==> src/rtl/imem_loader_pkg.sv <==
// Shared state encoding and word/byte constants for the boot-time instruction loader.
package imem_loader_pkg;

    typedef enum logic [1:0] {
        IDLE,
        LOAD,
        WRITE,
        RUN
    } state_t;

    localparam int BYTES_PER_WORD  = 4;
    localparam int WORD_ADDR_SHIFT = 2;

    // Requests larger than the memory are trimmed so the word index can never wrap.
    function automatic int unsigned clamp_words(input int unsigned req,
                                                input int unsigned depth);
        return (req > depth) ? depth : req;
    endfunction

endpackage

==> src/rtl/imem_loader_if.sv <==
// Host-side byte stream, memory write port and core control of the instruction loader.
interface imem_loader_if #(
    parameter int CNT_W = 8
);
    logic             Start;
    logic [CNT_W-1:0] WordTotal;
    logic             ByteValid;
    logic [7:0]       ByteData;
    logic             ByteReady;
    logic             MemWrite;
    logic [31:0]      MemAddr;
    logic [31:0]      MemWriteData;
    logic             CoreRst;
    logic             Busy;
    logic             Done;

    modport master (
        output Start, WordTotal, ByteValid, ByteData,
        input  ByteReady, MemWrite, MemAddr, MemWriteData, CoreRst, Busy, Done
    );

    modport slave (
        input  Start, WordTotal, ByteValid, ByteData,
        output ByteReady, MemWrite, MemAddr, MemWriteData, CoreRst, Busy, Done
    );
endinterface

==> src/rtl/imem_loader_byte_packer.sv <==
// Collects four accepted bytes MSB-first into one 32-bit instruction word.
module byte_packer
    import imem_loader_pkg::*;
(
    input  logic        Clk,
    input  logic        Rst,
    input  logic        clear,
    input  logic        accept,
    input  logic [7:0]  byte_in,
    output logic        last,
    output logic        full,
    output logic [31:0] word_next
);

    logic [1:0]  cnt_q, cnt_d;
    logic [31:0] word_q, word_d;
    logic        full_q, full_d;

    assign word_next = {word_q[23:0], byte_in};
    assign last      = accept && (cnt_q == 2'(BYTES_PER_WORD - 1));
    assign full      = full_q;

    // NOTE: every variable gets a default before the branches; a path that
    // leaves one unassigned would infer a latch.
    always_comb begin
        cnt_d  = cnt_q;
        word_d = word_q;
        full_d = full_q;
        if (clear) begin
            cnt_d  = '0;
            word_d = '0;
            full_d = 1'b0;
        end else if (accept) begin
            cnt_d  = cnt_q + 2'd1;
            word_d = word_next;
            full_d = full_q | last;
        end
    end

    // NOTE: state registers use non-blocking assignments so every flop samples
    // pre-edge values regardless of block evaluation order.
    always_ff @(posedge Clk or posedge Rst) begin
        if (Rst) begin
            cnt_q  <= '0;
            word_q <= '0;
            full_q <= 1'b0;
        end else begin
            cnt_q  <= cnt_d;
            word_q <= word_d;
            full_q <= full_d;
        end
    end

endmodule

==> src/rtl/imem_loader.sv <==
// Boot loader: packs a byte stream big-endian into words, writes them to instruction
// memory from address 0, and holds the core in reset until the last word has landed.
module imem_loader
    import imem_loader_pkg::*;
#(
    parameter int DEPTH_WORDS = 128,
    parameter int CNT_W       = 8
) (
    input  logic         Clk,
    input  logic         Rst,
    imem_loader_if.slave bus
);

    state_t           state_q, state_d;
    logic [CNT_W-1:0] total_q, total_d;
    logic [CNT_W-1:0] index_q, index_d;
    logic             byte_ready_q, byte_ready_d;
    logic             mem_write_q, mem_write_d;
    logic [31:0]      mem_addr_q, mem_addr_d;
    logic [31:0]      mem_wdata_q, mem_wdata_d;
    logic             core_rst_q, core_rst_d;
    logic             busy_q, busy_d;
    logic             done_q, done_d;

    logic             pk_clear;
    logic             pk_accept;
    logic             pk_last;
    logic             pk_full;
    logic [31:0]      pk_word_next;
    logic [CNT_W-1:0] start_total;

    assign pk_accept   = bus.ByteValid && byte_ready_q;
    assign start_total = CNT_W'(clamp_words(32'(bus.WordTotal), DEPTH_WORDS));

    byte_packer u_packer (
        .Clk       (Clk),
        .Rst       (Rst),
        .clear     (pk_clear),
        .accept    (pk_accept),
        .byte_in   (bus.ByteData),
        .last      (pk_last),
        .full      (pk_full),
        .word_next (pk_word_next)
    );

    always_comb begin
        state_d     = state_q;
        total_d     = total_q;
        index_d     = index_q;
        mem_addr_d  = mem_addr_q;
        mem_wdata_d = mem_wdata_q;
        // A completed word is flushed from the packer during its WRITE cycle.
        pk_clear    = pk_full;

        case (state_q)
            IDLE, RUN: begin
                if (bus.Start) begin
                    total_d  = start_total;
                    index_d  = '0;
                    pk_clear = 1'b1;
                    state_d  = (start_total == '0) ? RUN : LOAD;
                end
            end
            LOAD: begin
                if (pk_last) begin
                    state_d     = WRITE;
                    mem_addr_d  = 32'(index_q) << WORD_ADDR_SHIFT;
                    mem_wdata_d = pk_word_next;
                end
            end
            WRITE: begin
                index_d = index_q + 1'b1;
                state_d = (index_d == total_q) ? RUN : LOAD;
            end
            default: state_d = IDLE;
        endcase

        // Outputs are decoded from the next state so they line up with it once registered.
        byte_ready_d = (state_d == LOAD);
        mem_write_d  = (state_d == WRITE);
        busy_d       = (state_d == LOAD) || (state_d == WRITE);
        done_d       = (state_d == RUN);
        core_rst_d   = (state_d != RUN);
    end

    // CoreRst resets high so the core is held the instant Rst rises, before any clock.
    always_ff @(posedge Clk or posedge Rst) begin
        if (Rst) begin
            state_q      <= IDLE;
            total_q      <= '0;
            index_q      <= '0;
            byte_ready_q <= 1'b0;
            mem_write_q  <= 1'b0;
            mem_addr_q   <= '0;
            mem_wdata_q  <= '0;
            core_rst_q   <= 1'b1;
            busy_q       <= 1'b0;
            done_q       <= 1'b0;
        end else begin
            state_q      <= state_d;
            total_q      <= total_d;
            index_q      <= index_d;
            byte_ready_q <= byte_ready_d;
            mem_write_q  <= mem_write_d;
            mem_addr_q   <= mem_addr_d;
            mem_wdata_q  <= mem_wdata_d;
            core_rst_q   <= core_rst_d;
            busy_q       <= busy_d;
            done_q       <= done_d;
        end
    end

    assign bus.ByteReady    = byte_ready_q;
    assign bus.MemWrite     = mem_write_q;
    assign bus.MemAddr      = mem_addr_q;
    assign bus.MemWriteData = mem_wdata_q;
    assign bus.CoreRst      = core_rst_q;
    assign bus.Busy         = busy_q;
    assign bus.Done         = done_q;

endmodule

==> src/flat_wrapper.sv <==
// flat-port wrapper written by rule: the top's interface ports become plain ports
module imem_loader_flat import imem_loader_pkg::*;
#(
    parameter int DEPTH_WORDS = 128,
    parameter int CNT_W       = 8
)
  (Clk, Rst, bus_Start, bus_WordTotal, bus_ByteValid, bus_ByteData, bus_ByteReady, bus_MemWrite, bus_MemAddr, bus_MemWriteData, bus_CoreRst, bus_Busy, bus_Done);
  imem_loader_if #(.CNT_W(CNT_W)) bus_i ();
  input  logic Clk;
  input  logic Rst;
  input wire logic [$bits(bus_i.Start)-1:0] bus_Start;
  input wire logic [$bits(bus_i.WordTotal)-1:0] bus_WordTotal;
  input wire logic [$bits(bus_i.ByteValid)-1:0] bus_ByteValid;
  input wire logic [$bits(bus_i.ByteData)-1:0] bus_ByteData;
  output wire logic [$bits(bus_i.ByteReady)-1:0] bus_ByteReady;
  output wire logic [$bits(bus_i.MemWrite)-1:0] bus_MemWrite;
  output wire logic [$bits(bus_i.MemAddr)-1:0] bus_MemAddr;
  output wire logic [$bits(bus_i.MemWriteData)-1:0] bus_MemWriteData;
  output wire logic [$bits(bus_i.CoreRst)-1:0] bus_CoreRst;
  output wire logic [$bits(bus_i.Busy)-1:0] bus_Busy;
  output wire logic [$bits(bus_i.Done)-1:0] bus_Done;
  assign bus_i.Start = bus_Start;
  assign bus_i.WordTotal = bus_WordTotal;
  assign bus_i.ByteValid = bus_ByteValid;
  assign bus_i.ByteData = bus_ByteData;
  assign bus_ByteReady = bus_i.ByteReady;
  assign bus_MemWrite = bus_i.MemWrite;
  assign bus_MemAddr = bus_i.MemAddr;
  assign bus_MemWriteData = bus_i.MemWriteData;
  assign bus_CoreRst = bus_i.CoreRst;
  assign bus_Busy = bus_i.Busy;
  assign bus_Done = bus_i.Done;
  imem_loader #(.DEPTH_WORDS(DEPTH_WORDS), .CNT_W(CNT_W)) u_core (.Clk(Clk), .Rst(Rst), .bus(bus_i));
endmodule
==> config.mk <==
export PLATFORM = sky130hd
export DESIGN_NAME = imem_loader_flat
export DESIGN_NICKNAME = d
export VERILOG_FILES = /design/src/rtl/imem_loader_pkg.sv /design/src/rtl/imem_loader_if.sv /design/src/rtl/imem_loader_byte_packer.sv /design/src/rtl/imem_loader.sv /design/src/flat_wrapper.sv
export SDC_FILE = /design/constraint.sdc
export NUM_CORES = 1
export LEC_CHECK = 0
export ABC_AREA = 1
export CAP_MARGIN = 20
export CORE_MARGIN = 2
export CORE_UTILIZATION = 47
export CTS_BUF_LIST = sky130_fd_sc_hd__clkbuf_8
export DETAILED_ROUTE_END_ITERATION = 7
export GPL_TIMING_DRIVEN = 0
export PLACE_DENSITY = 0.82
export REMOVE_ABC_BUFFERS = 1
export SKIP_LAST_GASP = 1
export SYNTH_ARGS = -nofsm -noshare
export SYNTH_HDL_FRONTEND = slang
export SYNTH_SLANG_ARGS = --single-unit
==> constraint.sdc <==
create_clock -name Clk -period 3.05 [get_ports Clk]
set_input_delay 0.61 -clock Clk [delete_from_list [all_inputs] [get_ports Clk]]
set_output_delay 0.61 -clock Clk [all_outputs]
set_load 0.05 [all_outputs]
==> metrics.sh <==
POST_SYNTHESIS_REGISTER_BIT_COUNT=90
DRT_ITER0_MARKERS=144
CTS_TREE='built'
COREAREA_MM2=0.00826
HTREE_NUM_LEVELS=3
AREA_GROWTH_PCT=21.1
GRT_OVERFLOW=0
NUM_VIAS=3097
SLEW_HEADROOM=0.541
CRITPATHSLOWESTCELL='sky130_fd_sc_hd__inv_2'
YOSYS.AREA_SHARE.XOR_XNOR=0.00218
CRIT_REQUIRED_PS=3280
WORSTPATHCELLLIST='clkdlybuf4s50_1 -> nand2_1 -> inv_2 -> nand2_2 -> nor2_4 -> inv_2 -> buf_12 -> nand2_1 -> o21ai_0'
ANTENNA_CELLS=0
SYNTH_SEQUENTIAL_AREA_RATIO=0.562
BOUNDARYPINS=89
POSTLAYOUTSETUPSLACKWORST_PS=466
FLOORPLAN.DIE.HEIGHT_UM=96.4
DETAILED_ROUTE_DRC_ERROR_COUNT=0
MAXCAPVIOLATIONS=0
FINAL_MIN_PERIOD_OVER_CLOCK_PERIOD=0.847
UNREPAIRED_SETUP_ENDPOINTS_AFTER_GLOBAL_ROUTING='false'
GRT_PASS1_WL_UM=13300
INITIAL_ANTENNA_VIOLATION_COUNT=0
PLACE_CONGESTION=0.818
GRT_PASS1_VIAS=2959
MAXCLOCKFREQUENCY_GHz=0.387
VDD_DROP_MAX_V=0.000677
SKEW_PS=10.6
POST_SYNTH_AND_OR_NAND_NOR_AREA_FRACTION=0.156
SYNTH_CELL_TYPES=28
FINISH.UTILIZATION=0.588
FLOORPLAN.INITIALDENSITY=0.486
CTS.SINKS=90
TIMING.CRITICAL_PATH.FROM_TYPE='input pin'
PLACE_WORST_SETUP_SLACK_PS=-140
GRT_START_MAX_NET_PINS=73
TRACK_USAGE=0.182
WORST_MIN_PATH_CLASS='reg2reg'
CRIT_ARRIVAL_PS=2820
POST_SYNTH.CELL_AREA_AVG_UM2=8.82
SETUP.WORST_PATH.END_CLASS='flop'
DIEAREA_MM2=0.00929
WL_UM=7910
POST_CTS_HOLD_BUFFERS=0
SYNTHMOSTINSTANTIATEDCELL='sky130_fd_sc_hd__nand2_1'
MAIN_COMBINATIONAL_CELL_FAMILY_BY_AREA_AFTER_SYNTHESIS='simple AND/OR/NAND/NOR gates'
POSTCTSSETUPREPAIRBUFS=0
LATEST_CLOCK_ARRIVAL_WITHIN_THE_WORST_SKEW_PAIR_PS=350
SYNTH.CELL_AREA_MM2=0.00401
SYNTH-MAIN-FF-CELL='sky130_fd_sc_hd__dfrtp_1'
NUMBER_OF_ENABLE_FLIP_FLOP_CELLS_AFTER_SYNTHESIS=0
PATH_MAX_FANOUT=59
DETAIL_ROUTE.WL_PER_CELL_UM=12.6
SYNTH_CELLS=455
FINAL-MAX-SLEW-VIOLATION-COUNT=0
CLK_PATH_BUF_DEPTH=2
PORT-BUFFER-COUNT=64
ROUTED_VIA_DENSITY=4.94
SYNTHTOPCELLSBYCOUNT='sky130_fd_sc_hd__nand2_1 (97), sky130_fd_sc_hd__dfrtp_1 (89), sky130_fd_sc_hd__o21ai_0 (62)'
CTS_BUFFERS=9
CRITICAL_SETUP_PATH_CLASS='in2reg'
FLOORPLAN.ROWS=33
TIGHTESTPINTRANSITION_PS=687
STATIC-LEAKAGE-POWER_nW=2.36
SYNTHARSTFLOPSHARE=1.00
HOLD_VIOL=0
DRT-PASS1-ITER-COUNT=5
POST_ROUTE_CELLS_DRIVE_ABOVE_1_SHARE=0.0651
CLKSLEWWORSTSETUPHOLDPATHS_PS=90
HORIZONTAL_DIE_DIMENSION_UM=96.4
SYNTH_LARGEST_TYPE_AREA_FRACTION=0.555
RUN_STATUS='finished, final reports clean'
YS.WARNINGS.COUNT=0
TIMING.CRITICAL_PATH.SLOWEST_CELL_DELAY_PS=530
CTS_ROOT_BUF='sky130_fd_sc_hd__clkbuf_8'
SYNTH-COMPOUND-AREA-SHARE=0.139
NUMBER_OF_NETS_WITH_ANTENNA_VIOLATIONS_AFTER_ROUTING=0
SYNTHMUXAREASHARE=0
DESIGN.FINAL.NETS=544
SYNTHADDERAREAFRAC=0.0218
NETLIST.TOP_CELL.BY_AREA='sky130_fd_sc_hd__dfrtp_1'
FINALWORSTPATHREQUIREDPERIOD_PS=2580
REPORT.FINAL.SETUP_VIOL=0
CELLPOWERDENSITY_mW_PER_MM2=1040
HPWLAFTERDP_UM=5530
SYNTHTOPCELLSBYAREA='sky130_fd_sc_hd__dfrtp_1 (56%), sky130_fd_sc_hd__nand2_1 (9.1%), sky130_fd_sc_hd__o21ai_0 (7.7%)'
CTS.REPAIR.RESIZED=0
-- power by group --
group          switching, mW  internal, mW
combinational           1.67         0.767
clock                  0.420         0.320
sequential             0.247          1.65
total                   2.34          2.74
-- stage by stage --
step                      cell area [um2]  cells  total power, mW  hold slack, ps  setup TNS [ps]
after floorplan                      3860    440             3.59             445               0
after global placement               4640    609             4.28             454         -105050
after detailed placement             4660    610             4.38             455           -3070
after CTS                            4840    626             5.13             478               0
after global routing                 4860    627             5.43             499               0
final                                4860    627             5.08             478               0
-- cell families after synthesis --
kind of cell | Yosys count
simple gates | 146
compound gates | 107
buf+inv | 103
flops | 90
fa+ha+maj | 7
xor+xnor | 1
other cells | 1
-- cell usage in the layout, fill, tap and decap left out, types with 4 or more instances in the layout --
cell                              netlist  layout
sky130_fd_sc_hd__nand2_1               97      97
sky130_fd_sc_hd__dfrtp_1               89      89
sky130_fd_sc_hd__clkdlybuf4s50_1        0      64
sky130_fd_sc_hd__o21ai_0               62      62
sky130_fd_sc_hd__inv_1                 61      61
sky130_fd_sc_hd__a21oi_1               28      28
sky130_fd_sc_hd__conb_1                 1      24
sky130_fd_sc_hd__nand3_1               22      22
sky130_fd_sc_hd__nor2_1                13      13
sky130_fd_sc_hd__clkbuf_8               0      10
sky130_fd_sc_hd__o22ai_1                8       8
sky130_fd_sc_hd__ha_1                   7       7
sky130_fd_sc_hd__nand2_2                5       5
sky130_fd_sc_hd__o21ai_1                5       5
sky130_fd_sc_hd__inv_2                  4       4
-- worst max-delay path: cells and delay by family --
family | cells | cell delay (ps)
buffers and inverters | 4 | 1400
AOI/OAI and AO/OA | 1 | 90
and+or+nand+nor | 4 | 690
-- path summary, 6_finish.rpt --
| path | startpoint | endpoint | slack [ps] | cells after the start |
|---|---|---|---|---|
| setup / recovery | bus_ByteValid | u_core.bus.MemWriteData[4] | 470 | 9 |
| hold / removal | u_core.u_packer.word_q[23] | u_core.bus.MemWriteData[31] | 480 | 2 |
| setup reg to reg | u_core.bus.ByteReady | u_core.bus.MemWriteData[4] | 830 | 8 |
| hold reg to reg | u_core.u_packer.word_q[23] | u_core.bus.MemWriteData[31] | 480 | 2 |
| max in group asynchronous | Rst | u_core.bus.MemWriteData[17] | 1760 | 3 |
| min in group asynchronous | Rst | u_core.index_q[2] | 660 | 2 |
-- state kept, by name, summed over array words and instances (netlist names) --
signal and count:
u_core.bus.Done 1, u_core.state_q 2, u_core.u_packer.cnt_q 2, u_core.u_packer.full 1
u_core.bus.MemAddr 8, u_core.bus.MemWriteData 32, u_core.bus.MemWrite 1, u_core.index_q 8
u_core.bus.CoreRst 1, u_core.bus.Busy 1, u_core.u_packer.word_q 24, u_core.total_q 8
u_core.bus.ByteReady 1
-- routing by layer --
metal | vias up | routed length [um] | GRT usage
met2 | 84 | 3980 | 0.304
met5 | - | 0 | 0
met4 | 0 | 104 | 0.0681
met1 | 1470 | 3510 | 0.244
li1 | 1535 | - | -
met3 | 8 | 321 | 0.0240
-- cell type report --
| type | instances | area, um2 |
|---|---|---|
| clock buffer | 10 | 138 |
| clock inverter | 6 | 41.3 |
| fill | 744 | 3400 |
| inverter | 65 | 246 |
| multi-input combinational | 285 | 1370 |
| sequential | 90 | 2250 |
| tap | 105 | 131 |
| timing repair buffer | 66 | 681 |
Power figures use the tool's default switching activity.
